<file path="config.mk">
export PLATFORM = sky130hd
export DESIGN_NAME = mc_control
export DESIGN_NICKNAME = d
export VERILOG_FILES = /design/src/rtl/mc_pkg.sv /design/src/rtl/mc_control_alu_decoder.sv /design/src/rtl/mc_control.sv
export SDC_FILE = /design/constraint.sdc
export NUM_CORES = 1
export LEC_CHECK = 0
export ABC_CLOCK_PERIOD_IN_PS = 3750
export CORE_MARGIN = 3
export CORE_UTILIZATION = 30
export CTS_BUF_LIST = sky130_fd_sc_hd__clkbuf_8
export DETAILED_ROUTE_END_ITERATION = 10
export PLACE_DENSITY_LB_ADDON = 0.08
export SYNTH_ARGS = -nofsm -noshare
export SYNTH_HDL_FRONTEND = slang
export SYNTH_SLANG_ARGS = --single-unit
</file>
<file path="constraint.sdc">
create_clock -name clk -period 3.75 [get_ports clk]
set_input_delay 0.75 -clock clk [delete_from_list [all_inputs] [get_ports clk]]
set_output_delay 0.75 -clock clk [all_outputs]
set_load 0.05 [all_outputs]
</file>
<file path="src/rtl/mc_pkg.sv">
// Shared types and encodings for the multi-cycle control unit.
package mc_pkg;

  typedef enum logic [2:0] {
    FETCH,
    DECODE,
    EXEC,
    MEMRD,
    WB,
    BRANCH
  } state_t;

  typedef enum logic [1:0] {
    CLS_ADD,
    CLS_REG,
    CLS_BR
  } opcls_t;

  localparam logic [6:0] OP_LOAD   = 7'b0000011;
  localparam logic [6:0] OP_IMM    = 7'b0010011;
  localparam logic [6:0] OP_REG    = 7'b0110011;
  localparam logic [6:0] OP_BRANCH = 7'b1100011;

  localparam logic [2:0] ALU_ADD = 3'b000;
  localparam logic [2:0] ALU_SUB = 3'b001;
  localparam logic [2:0] ALU_AND = 3'b010;
  localparam logic [2:0] ALU_OR  = 3'b011;

  typedef struct packed {
    logic       memreq;
    logic       irwrite;
    logic       pcwrite;
    logic       pcsrc;
    logic       immsrc;
    logic       alusrc;
    logic [2:0] aluctrl;
    logic       regwrite;
    logic       resultsrc;
    logic       illegal;
  } ctl_t;

endpackage

</file>
<file path="src/rtl/mc_control_alu_decoder.sv">
// ALU operation decode from op class, funct3 and instr[30].
module alu_decoder
  import mc_pkg::*;
(
  input  opcls_t     cls,
  input  logic [2:0] funct3,
  input  logic       bit30,
  output logic [2:0] aluctrl,
  output logic       illegal
);

  always_comb begin
    aluctrl = ALU_ADD;
    illegal = 1'b0;
    unique case (cls)
      CLS_REG: begin
        unique case (funct3)
          3'b000:  aluctrl = bit30 ? ALU_SUB : ALU_ADD;
          3'b111:  aluctrl = ALU_AND;
          3'b110:  aluctrl = ALU_OR;
          default: illegal = 1'b1;
        endcase
      end
      CLS_BR: begin
        aluctrl = ALU_SUB;
        illegal = (funct3[2:1] != 2'b00);
      end
      default: ;
    endcase
  end

endmodule

</file>
<file path="src/rtl/mc_control.sv">
// Multi-cycle RV32 control FSM (lw/addi/R-type/beq/bne).
// Define RETIRE_CNT_EN to add the RetireCnt retired-instruction counter.
module mc_control
  import mc_pkg::*;
#(
  parameter int INSTR_WIDTH = 32,
  parameter int CNT_WIDTH   = 32
) (
  input  logic                   clk,
  input  logic                   rst,
  input  logic [INSTR_WIDTH-1:0] instr,
  input  logic                   Zero,
  input  logic                   MemReady,
  output logic                   MemReq,
  output logic                   IRWrite,
  output logic                   PCWrite,
  output logic                   PCSrc,
  output logic                   ImmSrc,
  output logic                   ALUSrc,
  output logic [2:0]             ALUctrl,
  output logic                   RegWrite,
  output logic                   ResultSrc,
  output logic                   Illegal
`ifdef RETIRE_CNT_EN
  ,
  output logic [CNT_WIDTH-1:0]   RetireCnt
`endif
);

  state_t     state;
  state_t     state_nxt;
  opcls_t     cls;
  ctl_t       ctl;
  logic [6:0] opcode;
  logic [2:0] funct3;
  logic       known;
  logic [2:0] dec_ctrl;
  logic       dec_ill;
  logic       unused_instr;

  assign opcode = instr[6:0];
  assign funct3 = instr[14:12];
  assign known  = opcode inside {OP_LOAD, OP_IMM, OP_REG, OP_BRANCH};
  assign unused_instr =
    ^{instr[INSTR_WIDTH-1:31], instr[29:15], instr[11:7]};

  always_comb begin
    cls = CLS_ADD;
    unique case (1'b1)
      (opcode == OP_REG):    cls = CLS_REG;
      (opcode == OP_BRANCH): cls = CLS_BR;
      default: ;
    endcase
  end

  alu_decoder u_dec (
    .cls     (cls),
    .funct3  (funct3),
    .bit30   (instr[30]),
    .aluctrl (dec_ctrl),
    .illegal (dec_ill)
  );

  always_ff @(posedge clk or posedge rst) begin
    if (rst) state <= FETCH;
    else     state <= state_nxt;
  end

  always_comb begin
    state_nxt = state;
    unique case (state)
      FETCH:  if (MemReady) state_nxt = DECODE;
      DECODE: begin
        unique case (1'b1)
          !known:              state_nxt = FETCH;
          (opcode == OP_BRANCH): state_nxt = BRANCH;
          default:             state_nxt = EXEC;
        endcase
      end
      EXEC: begin
        unique case (1'b1)
          dec_ill:             state_nxt = FETCH;
          (opcode == OP_LOAD): state_nxt = MEMRD;
          default:             state_nxt = WB;
        endcase
      end
      MEMRD:  if (MemReady) state_nxt = WB;
      WB:     state_nxt = FETCH;
      BRANCH: state_nxt = FETCH;
      default: state_nxt = FETCH;
    endcase
  end

  // An R-type with an unsupported funct3 is skipped like a bad opcode
  always_comb begin
    ctl = '0;
    unique case (state)
      FETCH: begin
        ctl.memreq  = 1'b1;
        ctl.irwrite = MemReady;
      end
      DECODE: begin
        ctl.illegal = !known;
        ctl.pcwrite = !known;
      end
      EXEC: begin
        ctl.alusrc  = (cls != CLS_REG);
        ctl.aluctrl = dec_ctrl;
        ctl.illegal = dec_ill;
        ctl.pcwrite = dec_ill;
      end
      MEMRD: ctl.memreq = 1'b1;
      WB: begin
        ctl.regwrite  = 1'b1;
        ctl.resultsrc = (opcode == OP_LOAD);
        ctl.pcwrite   = 1'b1;
      end
      BRANCH: begin
        ctl.immsrc  = 1'b1;
        ctl.aluctrl = dec_ctrl;
        ctl.pcwrite = 1'b1;
        ctl.illegal = dec_ill;
        ctl.pcsrc   = !dec_ill && (Zero ^ funct3[0]);
      end
      default: ;
    endcase
  end

  assign {MemReq, IRWrite, PCWrite, PCSrc, ImmSrc, ALUSrc,
          ALUctrl, RegWrite, ResultSrc, Illegal} = rst ? '0 : ctl;

`ifdef RETIRE_CNT_EN
  always_ff @(posedge clk or posedge rst) begin
    if (rst)
      RetireCnt <= '0;
    else if (PCWrite && !Illegal)
      RetireCnt <= RetireCnt + CNT_WIDTH'(1);
  end
`else
  logic [CNT_WIDTH-1:0] unused_cnt;
  assign unused_cnt = '0;
`endif

endmodule

</file>
Yosys cells after proc, flatten, opt, wreduce, memory -nomap -nowiden
Cells that the tools add are included.
Word-level totals
  bits in read-only memories: 0
  bits in registers: 3
  memories kept: 0
  logic and storage cells: 50
  bits in latches: 0
  bits in writable memories: 0
Operators by class
  multiply operators: 0
  shift-type cells: 0
  eq/ne operators: 16
  reductions and logical operators: 12
  muxes and demuxes: 20
  div/mod/pow operators: 0
  bitwise operators: 1
  add/sub/neg operators: 0
  magnitude comparators: 0
Operators with widths (number)
  $pmux W3 S2: 3
  $eq A3 B3 Y1 const B: 4
  $mux W12: 1
  $pmux W3 S4: 1
  $mux W3: 3
  $pmux W3 S3: 1
  $eq A7 B2 Y1 const B: 1
  $eq A7 B5 Y1 const B: 1
  $eq A7 B6 Y1 const B: 1
  $eq A7 B7 Y1 const B: 1
  $eq A3 B2 Y1 const B: 2
  $logic_not A3 Y1: 2
  $reduce_or A2 Y1: 3
  $mux W1: 5
  $mux W2: 2
  $ne A2 B2 Y1 const B: 2
  $pmux W1 S2: 2
  $pmux W2 S2: 1
  $reduce_bool A4 Y1: 1
  $eq A3 B1 Y1 const B: 1
  $pmux W1 S3: 1
  $reduce_or A3 Y1: 1
  $eq A2 B1 Y1 const B: 1
  $eq A2 B2 Y1 const B: 1
  6 further kinds: 7

Longest topological paths before layout
  depth after elaboration: 8
  mapped depth: 8
  mapped depth without buffers: 8

Hierarchy
A second synthesis with hierarchy kept.
Unflattened totals
  cells, all modules: 65
  area total of the unflattened synthesis: 521.8 um2
By module, submodules not included
  mc_control: area an instance 404.1 um2, seq. area each 75.1 um2, cells each 50, instances 1
  alu_decoder: area an instance 117.6 um2, seq. area each 0.0 um2, cells each 15, instances 1

Worst setup path after synthesis
Ideal clock, no wire load.
  kind: input-to-output
  from: input port instr[2]
  to: output port ALUSrc
  arrival: 2.804 ns
  buffers on the path: 0
  path slack: 0.196 ns
  stages: 4
  path through: nand4bb_4 > or3_2 > ha_1 > nor3_1
Between the ends
  word-level cells in the longest chain between the ends: 5
  elaborated cells between the ends (all ways): 6
Ends and longest elaborated chain
  from (decl): RTL line mc_control.sv:11  | input logic [INSTR_WIDTH-1:0] instr,
  $eq A7 B7 Y1 or $eq A7 B6 Y1 (tied branches): RTL line mc_control.sv:51, mc_control.sv:50
  $pmux W2 S2 (*): RTL line mc_control.sv:49  | unique case (1'b1)
  $ne A2 B1 Y1 (*): RTL line mc_control.sv:107  | ctl.alusrc = (cls != CLS_REG);
  $mux W1 (*): RTL line mc_control.sv:97  | unique case (state)
  $mux W12 (*): RTL line mc_control.sv:130  | ALUctrl, RegWrite, ResultSrc, Illegal} = rst ? '0 : ctl;
  to (decl): RTL line mc_control.sv:19  | output logic ALUSrc,
Every way passes the cells marked *; elsewhere a longest branch is shown, timed or not.

Final worst setup path
  from: input port instr[3]
  to: output port PCSrc
Between the ends
  word-level cells in the longest chain between the ends: 8
  elaborated cells between the ends (all ways): 10
Ends and longest elaborated chain
  $eq A7 B7 Y1 or $eq A7 B6 Y1 (tied branches): RTL line mc_control.sv:51, mc_control.sv:50
  $pmux W2 S2 (*): RTL line mc_control.sv:49
  $eq A2 B2 Y1 or $eq A2 B1 Y1 (tied branches): RTL line mc_control_alu_decoder.sv:15  | unique case (cls)
  $pmux W1 S2 (*): RTL line mc_control_alu_decoder.sv:15
  $logic_not A1 Y1 (*): RTL line mc_control.sv:123  | ctl.pcsrc = !dec_ill && (Zero ^ funct3[0]);
  $logic_and A1 B1 Y1 (*): RTL line mc_control.sv:123
  $mux W2 (*): RTL line mc_control.sv:97
  $mux W12 (*): RTL line mc_control.sv:130
  to (decl): RTL line mc_control.sv:17  | output logic PCSrc,
Marked as above.

==> impl_metrics.csv <==
group,metric,value,unit
job,cap_violations,0,
yosys,syn-num-nets,106,
placed_design,gp_congestion,0.8680,
sta,worst_pin_slew,0.4957,ns
yosys,synth-seq-cells,3,
layout,fin_nets,144,
detailed_routing,wirelength,1531,µm
min_path,hp-class,"reg -> reg",
layout,fin_util,66.17,%
floorplanning,die_h,46.64,µm
layout,largestRegisters,"state x3",
sta,slew_headroom,66.85,%
floorplanning,fp.coreArea,0.001524,mm²
sta,fmax,274.4,MHz
setup_path,required,3.00,ns
detailed_routing,postRouteAntennaNets,0,
grt,grt_start_max_net_pins,10,
grt,grt_pass1_vias,592,
setup_path,worstSetupStartpointType,"input port",
detailed_routing,viasPerCell,5.361,
grt,grt-ovfl-total,0,
placed_design,portBuffers,25,
yosys,synth_warnings,0,
clocking,clock_sinks,3,
setup_path,cp_max_fo,4,
sta,slew_violations,0,
grt,antenna_found_initial,0,
clocking,clk_pin_slew_worst_paths,0.03,ns
yosys,syn_avg_cell_area,7.507,µm²
yosys,synthCells,66,
detailed_routing,drt-initial-drc-count,21,
floorplanning,placementRows,14,
clocking,root_buffer,"clkbuf_8",
detailed_routing,vias,638,
yosys,netlist_area,495.5,µm²
setup_path,end_kind,"output pin",
layout,drive_gt1_share,32.04,%
yosys,synth_top_area_share,15.15,%
layout,num_antenna_cells,0,
sta,finalCritPeriodShare,97.18,%
layout,largest_reg_flops,3,
pwr,vdd_drop_max,186.8,µV
sta,grt_setup_unrepaired,"false",
floorplanning,fp.dieArea,0.002175,mm²
floorplanning,pin_count,48,
yosys,seq_area_frac_synth,15.15,%
floorplanning,start_util,32.51,%
clocking,insertion_delay,0.22,ns
layout,area_delta_synth_final,103.5,%
clocking,cts_hold_buf,0,
setup_path,worstPathArrival,2.89,ns
clocking,numCtsBuffers,3,
yosys,async_reset_ff_share,100.0,%
yosys,synth.area.top_cells,"dfrtp_1 15%, ha_1 10%, inv_1 6.1%, nand4bb_4 5.6%, and3_1 5.1%",
grt,grtUsageTotal,14.87,%
yosys,synth_edf_count,0,
sta,setup_viol,0,
sta,holdWs,0.6365,ns
yosys,ys_types,34,
yosys,ys.flop_type,"dfrtp_1",
layout,top_register,"state",
grt,grt_pass1_wl,2346,µm
detailed_routing,drc_errors,0,
setup_path,path_class,"in -> out",
sta,fin_skew,0.001795,ns
pwr,power_density,315.1,mW/mm²
clocking,h-tree-depth,1,
floorplanning,die_x,46.64,µm
pwr,p_leak,0.0004392,µW
detailed_routing,wl_per_cell,12.87,µm
yosys,synth_largest_area_cell,"dfrtp_1",
sta,fin_crit,3.644,ns
detailed_routing,firstDrtPassIters,4,
clocking,cts_buffer_depth,2,
placed_design,dp_hpwl,1175,µm
status,status,"completed",
sta,finalHoldViolCount,0,
clocking,cts_tree,"yes",
timing repair:
item	CTS	global route
buffers inserted	1	0
pin swaps	3	4
endpoints found under the setup margin	3	2
resized for setup	9	4
final timing paths:
check,from,end,slack (ns),cells past startpoint
setup / recovery,instr[3],PCSrc,0.11,9
hold / removal,state[2],state[2],0.64,1
setup reg to reg,state[1],state[0],2.52,4
hold reg to reg,state[2],state[2],0.64,1
max in group asynchronous,rst,state[2],2.68,2
min in group asynchronous,rst,state[1],0.91,2
where the power goes:
| part | leakage [µW] | internal [µW] | switching [µW] | total, µW |
|---|---|---|---|---|
| combinational | 0.000372 | 83.6 | 89.8 | 173 |
| sequential | 0.0000400 | 38.6 | 13.7 | 52.3 |
| clock | 0.0000269 | 69.8 | 22.2 | 92.0 |
| total | 0.000439 | 192 | 126 | 318 |
metrics by stage:
step | setup slack (ns) | cells | instance area, µm² | setup TNS [ns] | power [µW]
after floorplan | 0.1965 | 66 | 495.5 | 0 | 149.3
after global placement | -0.1610 | 114 | 894.6 | -0.2621 | 215.4
after detailed placement | -0.1635 | 114 | 894.6 | -0.2536 | 216.6
after CTS | 0.005665 | 119 | 996.0 | 0 | 321.5
after global routing | 0.007416 | 119 | 1008 | 0 | 332.1
final | 0.1059 | 119 | 1008 | 0 | 317.7
worst max-delay path, cell delays in order:
cell             delay [ns]
clkdlybuf4s50_1        0.40
nand4bb_4              0.23
or3_4                  0.42
ha_4                   0.18
a211o_1                0.28
o211ai_1               0.12
buf_4                  0.19
and3_1                 0.19
buf_12                 0.14
placed cells by master (no fill, tap or decap), drive strengths merged:
cell	count
a211o	2
a21boi	1
a21o	2
a21oi	1
a221oi	1
a31oi	1
and3	4
buf	17
clkbuf	4
clkdlybuf4s50	18
conb	1
dfrtp	3
ha	4
inv	9
mux2	1
nand2	4
nand3	4
nand4	2
nand4bb	1
nor2	6
nor2b	1
nor3	3
nor3b	1
o211ai	1
o21a	1
o21ai	2
o221ai	1
o31ai	2
or3	2
or4	1
or4b	1
xor2	1
cell families after synthesis:
group	count (synthesis)	synth area share (%)
buffers and inverters	11	9.343
adder cells (fa/ha/maj)	4	10.10
XOR/XNOR	1	1.768
AND/OR/NAND/NOR	30	37.63
AO/OA/AOI/OAI	15	22.98
flip-flops	3	15.15
multiplexers	1	2.273
other	1	0.7568
area by class of cell:
| cell class | count | area [µm²] |
|---|---|---|
| clock buffers | 3 | 41.29 |
| clock inverters | 1 | 3.754 |
| fillers | 141 | 515.5 |
| inverters | 8 | 30.03 |
| multi-input cells | 52 | 426.7 |
| flip-flops and latches | 3 | 75.07 |
| well taps | 16 | 20.02 |
| repair buffers | 36 | 411.6 |
synth_stat cells (all sizes together) (2+ instances only):
cell type / number
inv: 8
nor2: 6
and3: 4
ha: 4
nand2: 4
nand3: 4
dfrtp: 3
nor3: 3
a211o: 2
a21o: 2
buf: 2
nand4: 2
o21ai: 2
o31ai: 2
or3: 2
layer usage:
metal	wire length (µm)	global-route usage [%]	up-vias
met1	631	17.01	289
met4	25	8.287	0
met2	743	27.20	35
met3	130	0.3906	2
li1	-	-	312
met5	0	0	-
Power figures use the tool's default switching activity.
